--- src/rtl/fetch_stall_responder_if.sv ---
// Bus between the fetch stage and its environment: the stall control inputs, the
// program-memory port, and the IF/ID decode register outputs.
interface fetch_stall_responder_if #(
  parameter int PC_W  = 32,
  parameter int CNT_W = 16
);
  // Flow control has no valid/ready pair. stall or stall_pm high at a clock edge means
  // fetch must not advance that edge. ins_pm is sampled at that edge and is taken to be
  // mem[pm_addr] as it stood one edge earlier. valid_dec marks ins_dec as a real
  // instruction; a bubble leaves valid_dec low.
  logic             stall;
  logic             stall_pm;
  logic [31:0]      ins_pm;
  logic             branch_en;
  logic [PC_W-1:0]  branch_addr;
  logic [PC_W-1:0]  pm_addr;
  logic [31:0]      ins_dec;
  logic             valid_dec;
  logic [5:0]       op_dec;
  logic [CNT_W-1:0] stall_cnt;
  logic [1:0]       dbg_state;

  modport master (
    input  stall, stall_pm, ins_pm, branch_en, branch_addr,
    output pm_addr, ins_dec, valid_dec, op_dec, stall_cnt, dbg_state
  );

  modport slave (
    output stall, stall_pm, ins_pm, branch_en, branch_addr,
    input  pm_addr, ins_dec, valid_dec, op_dec, stall_cnt, dbg_state
  );
endinterface

--- src/rtl/fetch_stall_responder.sv ---
// Instruction-fetch stage. It owns the PC, the IF/ID register and a one-entry hold slot,
// so that a stall neither loses nor repeats the instruction already in flight from memory.
module fetch_stall_responder #(
  parameter int              PC_W     = 32,
  parameter int              PC_STEP  = 1,
  parameter logic [PC_W-1:0] RESET_PC = '0,
  parameter logic [31:0]     NOP      = 32'h0,
  parameter int              CNT_W    = 16
) (
  input  logic                    clk,
  input  logic                    reset,
  fetch_stall_responder_if.master bus
);

  typedef enum logic [1:0] {
    S_EMPTY = 2'd0,
    S_RUN   = 2'd1,
    S_HOLD  = 2'd2
  } state_e;

  state_e           state_q, state_d;
  logic [PC_W-1:0]  pc_q, pc_d;
  logic [31:0]      ins_q, ins_d;
  logic             valid_q, valid_d;
  logic [31:0]      hold_q, hold_d;
  logic [CNT_W-1:0] cnt_q, cnt_d;

  logic            stall_any;
  logic [PC_W-1:0] pc_next;

  assign stall_any = bus.stall | bus.stall_pm;
  assign pc_next   = pc_q + PC_W'(PC_STEP);

  always_ff @(posedge clk or posedge reset) begin
    if (reset) begin
      state_q <= S_EMPTY;
      pc_q    <= RESET_PC;
      ins_q   <= NOP;
      valid_q <= 1'b0;
      hold_q  <= NOP;
      cnt_q   <= '0;
    end else begin
      state_q <= state_d;
      pc_q    <= pc_d;
      ins_q   <= ins_d;
      valid_q <= valid_d;
      hold_q  <= hold_d;
      cnt_q   <= cnt_d;
    end
  end

  always_comb begin
    state_d = state_q;
    pc_d    = pc_q;
    ins_d   = ins_q;
    valid_d = valid_q;
    hold_d  = hold_q;
    cnt_d   = cnt_q;

    // The counter only tracks stall activity, so a branch leaves it alone.
    if (stall_any && (cnt_q != {CNT_W{1'b1}})) begin
      cnt_d = cnt_q + CNT_W'(1);
    end

    if (bus.branch_en) begin
      pc_d    = bus.branch_addr;
      ins_d   = NOP;
      valid_d = 1'b0;
      hold_d  = NOP;
      state_d = S_EMPTY;
    end else if (stall_any) begin
      // stall bubbles decode; stall_pm alone freezes it through the defaults.
      if (bus.stall) begin
        ins_d   = NOP;
        valid_d = 1'b0;
      end
      if (state_q == S_RUN) begin
        hold_d  = bus.ins_pm;
        state_d = S_HOLD;
      end
    end else begin
      pc_d = pc_next;
      unique case (state_q)
        S_EMPTY: begin
          ins_d   = NOP;
          valid_d = 1'b0;
          state_d = S_RUN;
        end
        S_RUN: begin
          ins_d   = bus.ins_pm;
          valid_d = 1'b1;
        end
        S_HOLD: begin
          // ins_pm now reads mem[pc], which is exactly the word that follows hold.
          ins_d   = hold_q;
          valid_d = 1'b1;
          state_d = S_RUN;
        end
        default: begin
          state_d = S_EMPTY;
        end
      endcase
    end
  end

  assign bus.pm_addr   = pc_q;
  assign bus.ins_dec   = ins_q;
  assign bus.valid_dec = valid_q;
  assign bus.op_dec    = ins_q[31:26];
  assign bus.stall_cnt = cnt_q;
  assign bus.dbg_state = state_q;

endmodule

--- src/flat_wrapper.sv ---
// flat-port wrapper written by rule: the top's interface ports become plain ports
module fetch_stall_responder_flat 
#(
  parameter int              PC_W     = 32,
  parameter int              PC_STEP  = 1,
  parameter logic [PC_W-1:0] RESET_PC = '0,
  parameter logic [31:0]     NOP      = 32'h0,
  parameter int              CNT_W    = 16
)
  (clk, reset, bus_stall, bus_stall_pm, bus_ins_pm, bus_branch_en, bus_branch_addr, bus_pm_addr, bus_ins_dec, bus_valid_dec, bus_op_dec, bus_stall_cnt, bus_dbg_state);
  fetch_stall_responder_if #(.PC_W(PC_W), .CNT_W(CNT_W)) bus_i ();
  input  logic clk;
  input  logic reset;
  input wire logic [$bits(bus_i.stall)-1:0] bus_stall;
  input wire logic [$bits(bus_i.stall_pm)-1:0] bus_stall_pm;
  input wire logic [$bits(bus_i.ins_pm)-1:0] bus_ins_pm;
  input wire logic [$bits(bus_i.branch_en)-1:0] bus_branch_en;
  input wire logic [$bits(bus_i.branch_addr)-1:0] bus_branch_addr;
  output wire logic [$bits(bus_i.pm_addr)-1:0] bus_pm_addr;
  output wire logic [$bits(bus_i.ins_dec)-1:0] bus_ins_dec;
  output wire logic [$bits(bus_i.valid_dec)-1:0] bus_valid_dec;
  output wire logic [$bits(bus_i.op_dec)-1:0] bus_op_dec;
  output wire logic [$bits(bus_i.stall_cnt)-1:0] bus_stall_cnt;
  output wire logic [$bits(bus_i.dbg_state)-1:0] bus_dbg_state;
  assign bus_i.stall = bus_stall;
  assign bus_i.stall_pm = bus_stall_pm;
  assign bus_i.ins_pm = bus_ins_pm;
  assign bus_i.branch_en = bus_branch_en;
  assign bus_i.branch_addr = bus_branch_addr;
  assign bus_pm_addr = bus_i.pm_addr;
  assign bus_ins_dec = bus_i.ins_dec;
  assign bus_valid_dec = bus_i.valid_dec;
  assign bus_op_dec = bus_i.op_dec;
  assign bus_stall_cnt = bus_i.stall_cnt;
  assign bus_dbg_state = bus_i.dbg_state;
  fetch_stall_responder #(.PC_W(PC_W), .PC_STEP(PC_STEP), .RESET_PC(RESET_PC), .NOP(NOP), .CNT_W(CNT_W)) u_core (.clk(clk), .reset(reset), .bus(bus_i));
endmodule
--- config.mk ---
export PLATFORM = sky130hd
export DESIGN_NAME = fetch_stall_responder_flat
export DESIGN_NICKNAME = d
export VERILOG_FILES = /design/src/rtl/fetch_stall_responder_if.sv /design/src/rtl/fetch_stall_responder.sv /design/src/flat_wrapper.sv
export SDC_FILE = /design/constraint.sdc
export NUM_CORES = 1
export LEC_CHECK = 0
export CORE_ASPECT_RATIO = 0.75
export CORE_MARGIN = 2
export CORE_UTILIZATION = 43
export DETAILED_ROUTE_END_ITERATION = 8
export GPL_TIMING_DRIVEN = 0
export HOLD_SLACK_MARGIN = 0.12
export PLACE_DENSITY = 0.76
export SYNTH_ARGS = -nofsm -noshare
export SYNTH_HDL_FRONTEND = slang
export SYNTH_SLANG_ARGS = --single-unit
--- constraint.sdc ---
create_clock -name clk -period 3.5 [get_ports clk]
set_input_delay 0.7 -clock clk [delete_from_list [all_inputs] [get_ports clk]]
set_output_delay 0.7 -clock clk [all_outputs]
set_load 0.02 [all_outputs]
==> out/summary.txt, run 1 <==
Max_cap viols: 0
CP max-delay cell: clkdlybuf4s50_1
Crit path time final: 2550 ps
Met1 usage: 0.3105
CP peak stage delay: 580 ps
Mean Syn Cell Area: 9.386 sq um
RSZ-0062 raised after global routing: false
Vias in the first global route: 5000
Final ANT Viol Nets: 0
Static Leak: 3.149 nW
DP Cell Count: 903
Hold Path Cell Cnt: 2
DRT Wirelength: 15.09 mm
TNS Setup: 0 ps
Number of levels in the clock H-tree: 4
Rows: 35
Routed len/inst: 16.13 microns
Layout Utilization: 0.6354
Startpoint Class: input pin
Final setup viols: 0
Worst path required time: 3750 ps
Cts hold-fix bufs: 0
Sequential share of power: 0.399
Cell area after synthesis: 5425 sq um
Mux contribution to synthesized area: 0.01430
Non-filler instance count after layout: 935
Final net count: 830
Crit path DAT: 2800 ps
Fin crit share: 0.7286
Setup repair bufs after CTS: 0
Post-CTS sizing: 0
Die area: 13540 sq um
Worst-path maximum fanout: 10
Slew of the pin with the lowest slew margin: 798.1 ps
Hold Vio Cnt, Final: 0
Largest net degree at the start of global routing: 44
Cell family with most CP delay: buffers and inverters
Max Freq: 392.2 MHz
Overall Power: 3.904 mW
Die Span X: 133.7 microns
Grt met3 use: 0.06156
Compound-Gate Fraction of Synth Area: 0.1437
TritonCTS clock tree: yes
R2R depth: 8
CTS sink count: 115
Die Height: 101.3 microns
Maximum clock insertion buffer count: 2
Initial antenna violation count: 0
Post-Synth Simple-Gate Area: 0.1944
First-pass GRT wire length: 24.32 mm
Starting density of the core: 0.4409
Xor and xnor area share after synthesis: 0.06942
Hold WC Path Type: register to register
Total count of max-transition violations in the final report: 0
Layout overhead on the synthesized area: 44.12%
Gate power share: 0.177
Crit-path cells: clkdlybuf4s50_1, clkbuf_1, clkbuf_1, clkbuf_1, a21oi_1
Drt pass-1 iters: 5
CTS root buffer: clkbuf_16
Drt initial violations: 352
I/O Buffers: 157
CTS buffer count: 17
Synth cell types: 36
Worst ir drop on vdd: 0.4086 mV
Most used cell, CP: clkbuf_1
Sw frac: 0.2739
Syn_nets: 652
Warnings, synthesis: 0
Max-slew headroom: 0.4638
M2 GR Usage: 0.3574
Reg-to-reg setup timing slack: 1190 ps
Clock Power Share: 0.424
Busiest grt layer: met2
Residual DRC: 0
ANT cells: 0
Layout cells sized above 1: 0.07412
RD Place Congestion: 0.8289
Core area: 12310 sq um
Clock latency on the worst-skew pair: 400 ps
Layout Skew: 7.322 ps
Commonest cells after routing, fill and taps aside: clkdlybuf4s50_1, nand2_1, dfrtp_1
Buf/Inv on CP: 4
Via density: 5.418
Total number of vias: 5066
Clock-pin slew on the worst setup and hold paths: 50 ps
Largest family of logic cells by synthesized area: simple AND/OR/NAND/NOR gates
CP endpoint kind: register
Status: completed
Register bit total from synthesis: 115
Synth Area in Adders: 0.01153
Crit path depth: 5
Crit path kind: input pin to register
Global Route Usage Sum: 0.2283
Sequential fraction of the synthesis area: 0.5304
Detailed placer's ending HPWL: 10.97 mm
# IOs: 158
Leading cell type in the layout, fill and taps excluded: clkdlybuf4s50_1
Pwr dens: 499.3 nW/um^2
Syn Inst Count: 578
Gr ovfl total: 0
P_sw: 1.069 mW
Internal power: 2.835 mW
cell type report:
cell class	instances	area (sq um)
clock inverter	11	110.1
tap	166	207.7
inverter	7	30.03
fill	1006	4487
clock buffer	21	460.4
multi-input combinational	418	2351
timing repair buffer	159	1612
buffer	38	170.2
sequential	115	2878
cells in the mapped netlist, drive strengths merged:
cell	number	area, sq um
nor2	14	52.55
nor4	4	55.05
a22oi	33	247.7
nand4	14	100.1
and2	2	12.51
nand2	144	540.5
and4	2	17.52
a41oi	1	8.760
nand3	22	115.1
mux2	6	67.56
a211oi	1	7.510
or2	1	6.260
o221ai	2	17.52
ha	5	62.56
buf	12	72.57
and3	8	50.05
nand4bb	1	11.26
clkbuf	26	97.59
nor3	13	75.07
o21ai	60	300.3
a21oi	37	185.2
nor3b	1	12.51
mux2i	1	10.01
a31oi	2	12.51
xnor2	20	175.2
dfrtp	115	2878
or3	1	6.260
inv	7	26.28
xor2	23	201.4
cells by family after synthesis:
family,count (synthesis)
mux,7
simple gates,227
flops,115
buf+inv,45
xor+xnor,43
fa+ha+maj,5
compound gates,136
power groups by stage:
stage	Clock (mW)	Sequential, mW	Combinational [mW]
4_1_cts	1.68	1.56	0.693
3_5_place_dp	0	1.58	0.689
3_3_place_gp	0	1.57	0.667
2_1_floorplan	0	1.65	0.255
5_1_grt	1.75	1.57	0.744
6_report	1.66	1.56	0.689
metrics by stage:
step | cell area, sq um | setup WS, ps | hold slack [ps]
2_1_floorplan | 5429 | 1401 | 496.7
3_3_place_gp | 7208 | 309.6 | 463.0
3_5_place_dp | 7248 | 517.1 | 470.2
4_1_cts | 7819 | 959.2 | 481.5
5_1_grt | 7819 | 781.9 | 510.4
6_report | 7819 | 950.1 | 477.7
tightest hold or removal path, cell delays in order (launching register included):
cell     delay, ps
dfrtp_1        340
nand2_1         40
o21ai_0         60
routing by layer:
| layer | part of all wire | up-vias |
|---|---|---|
| met3 | 0.075 | 23 |
| li1 | - | 2357 |
| met2 | 0.46 | 229 |
| met1 | 0.45 | 2457 |
| met4 | 0.018 | 0 |
| met5 | 0 | - |
flip-flops by register name (all words and copies together), names as in the netlist:
| register | flops |
|---|---|
| u_core.bus.dbg_state | 2 |
| u_core.hold_q | 32 |
| u_core.bus.pm_addr | 32 |
| u_core.bus.ins_dec | 32 |
| u_core.bus.stall_cnt | 16 |
| u_core.bus.valid_dec | 1 |
final timing paths:
check | start | to
min in group asynchronous | reset | u_core.bus.stall_cnt[11]
min reg2reg | u_core.bus.ins_dec[3] | u_core.bus.ins_dec[3]
max in group asynchronous | reset | u_core.bus.dbg_state[0]
max reg2reg | u_core.bus.dbg_state[0] | u_core.bus.ins_dec[5]
min | u_core.bus.ins_dec[3] | u_core.bus.ins_dec[3]
max | bus_branch_en | u_core.hold_q[11]
No activity file was read; power rests on OpenSTA's default activity.
==> inputs of run 2 (changes only) <==
- clock period: 3.5 -> 2.15 ns (I/O delays scaled with it)
==> run 2 against run 1 <==
Against the previous run: core utilization grew 0.25 points; critical path type unchanged; largest cell class unchanged; combinational power rose by 64%; largest power group unchanged; register-to-register slack worse by 980 ps; hold slack better by 0.62 ps; critical endpoint is now u_core.bus.pm_addr[21]; non-clock buffer count grew 1.
==> out/summary.txt, run 2 (synthesis gave the netlist of run 1 again) <==
Worst-path maximum fanout: 10
Layout overhead on the synthesized area: 44.70%
Cts hold-fix bufs: 0
Global Route Usage Sum: 0.2284
I/O Buffers: 157
Die area: 13540 sq um
Static Leak: 3.187 nW
Sequential share of power: 0.399
Worst flop-to-flop path startpoint: u_core.bus.pm_addr[0]
R2R depth: 6
Met1 WL: 6.704 mm
First-pass GRT wire length: 24.32 mm
Metal3 WL: 1.192 mm
DP Cell Count: 903
Status: completed
Detailed placer's ending HPWL: 10.97 mm
Max-slew headroom: 0.4643
Hold Vio Cnt, Final: 0
Pwr dens: 810.1 nW/um^2
Crit path time final: 2030 ps
Gate power share: 0.177
Commonest cells after routing, fill and taps aside: clkdlybuf4s50_1, nand2_1, dfrtp_1
Largest net degree at the start of global routing: 44
Post-route setup slack: 119.9 ps
Layout Skew: 7.055 ps
Worst ir drop on vdd: 0.6658 mV
CP endpoint kind: register
Drt pass-1 iters: 5
Final net count: 831
DRT Wirelength: 15.08 mm
HP Start: u_core.bus.ins_dec[3]
Core area: 12310 sq um
Hold Path Cell Cnt: 2
Initial antenna violation count: 0
RD Place Congestion: 0.8289
Total number of vias: 5080
ANT cells: 0
Drt initial violations: 317
Clock Power Share: 0.424
Overall Power: 6.360 mW
Internal power: 4.618 mW
Clock latency on the worst-skew pair: 400 ps
CTS root buffer: clkbuf_16
Total count of max-transition violations in the final report: 0
Rows: 35
Placed Area: 7248 sq um
Die Height: 101.3 microns
Worst r2r dst: u_core.bus.pm_addr[26]
Fin crit share: 0.9442
Residual DRC: 0
CTS sink count: 115
Max_cap viols: 0
CTS buffer count: 17
P_sw: 1.742 mW
Crit path DAT: 2310 ps
Worst slack at placement: -562.9 ps
Starting density of the core: 0.4409
Hold WC Path Type: register to register
Reg-to-reg setup timing slack: 210 ps
Crit path kind: input pin to register
Highest metal used: met4
Final ANT Viol Nets: 0
TritonCTS clock tree: yes
Layout Utilization: 0.6379
Slew of the pin with the lowest slew margin: 801.8 ps
Leading cell type in the layout, fill and taps excluded: clkdlybuf4s50_1
Vias in the first global route: 5000
Non-filler instance count after layout: 936
Worst path required time: 2430 ps
Gr ovfl total: 0
Clock-pin slew on the worst setup and hold paths: 50 ps
Maximum clock insertion buffer count: 2
Max Freq: 492.6 MHz
Hold path endpoint: u_core.bus.ins_dec[3]
Layout cells sized above 1: 0.09091
Fin area: 7850 sq um
Final setup viols: 0
WL met2: 6.902 mm
Via density: 5.427
Number of levels in the clock H-tree: 4
Startpoint Class: input pin
Sw frac: 0.2739
Routed len/inst: 16.11 microns
Fillers: 1007
# IOs: 158
RSZ-0062 raised after global routing: false
Die Span X: 133.7 microns
## run 2: changes by cell type in the layout (fill, tap and decap cells not counted)
cell      delta
clkbuf_2    +10
clkbuf_1     -9
buf_1        -1
buf_4        +1
nor3_1       -1
nor3_2       +1
nor4_1       -1
nor4_2       +1
## run 2: critical path: stages
cell and delay, ps:
clkdlybuf4s50_1 510, or2_1 310, buf_2 220, nor2_1 270
nand3_1 160, xnor2_1 160, mux2_2 250
## run 2: through the flow
stage / hold WS (ps) / TNS [ps]
floorplan: 496.7 / 0
global placement: 463.0 / -110670
detailed placement: 470.2 / -27850
CTS: 481.5 / 0
global route: 510.4 / 0
finish: 478.3 / 0
## run 2: how the worst max path moves through the flow
stage               slack (ps)             startpoint                      end
CTS                          8           bus_stall_pm  u_core.bus.dbg_state[0]
global route                20           bus_stall_pm        u_core.hold_q[10]
floorplan                  240  u_core.bus.pm_addr[0]   u_core.bus.pm_addr[30]
detailed placement        -560          bus_branch_en        u_core.hold_q[11]
finish                     120           bus_stall_pm   u_core.bus.pm_addr[21]
global placement          -770                  reset         u_core.hold_q[1]
## run 2: metal layers
| layer | vias to the layer above | track usage |
|---|---|---|
| li1 | 2354 | - |
| met1 | 2460 | 0.3105 |
| met2 | 239 | 0.3578 |
| met3 | 27 | 0.06156 |
| met4 | 0 | 0.07856 |
| met5 | - | 0 |
## run 2: cell type report
class	instances	area, sq um	share of cell area
Buffer	38	182.7	0.02327
Tap cell	166	207.7	0.02646
Sequential cell	115	2878	0.3666
Inverter	7	30.03	0.003825
Clock buffer	21	460.4	0.05865
Timing Repair Buffer	160	1619	0.2062
Clock inverter	11	110.1	0.01403
Multi-Input combinational cell	418	2362	0.3009
## run 2: repair_timing
item / CTS / global route
gates resized for setup: 2 / 18
setup endpoints to repair: 50 / 59
setup buffers: 0 / 1
pin swaps: 0 / 1
## run 2: power by group through the flow
stage                     Clock (mW)  Combinational (mW)  Sequential [mW]
final                           2.70                1.13             2.54
after global routing            2.85                1.21             2.56
after CTS                       2.73                1.13             2.53
after detailed placement           0                1.12             2.56
after global placement             0                1.09             2.55
after floorplan                    0               0.416             2.68
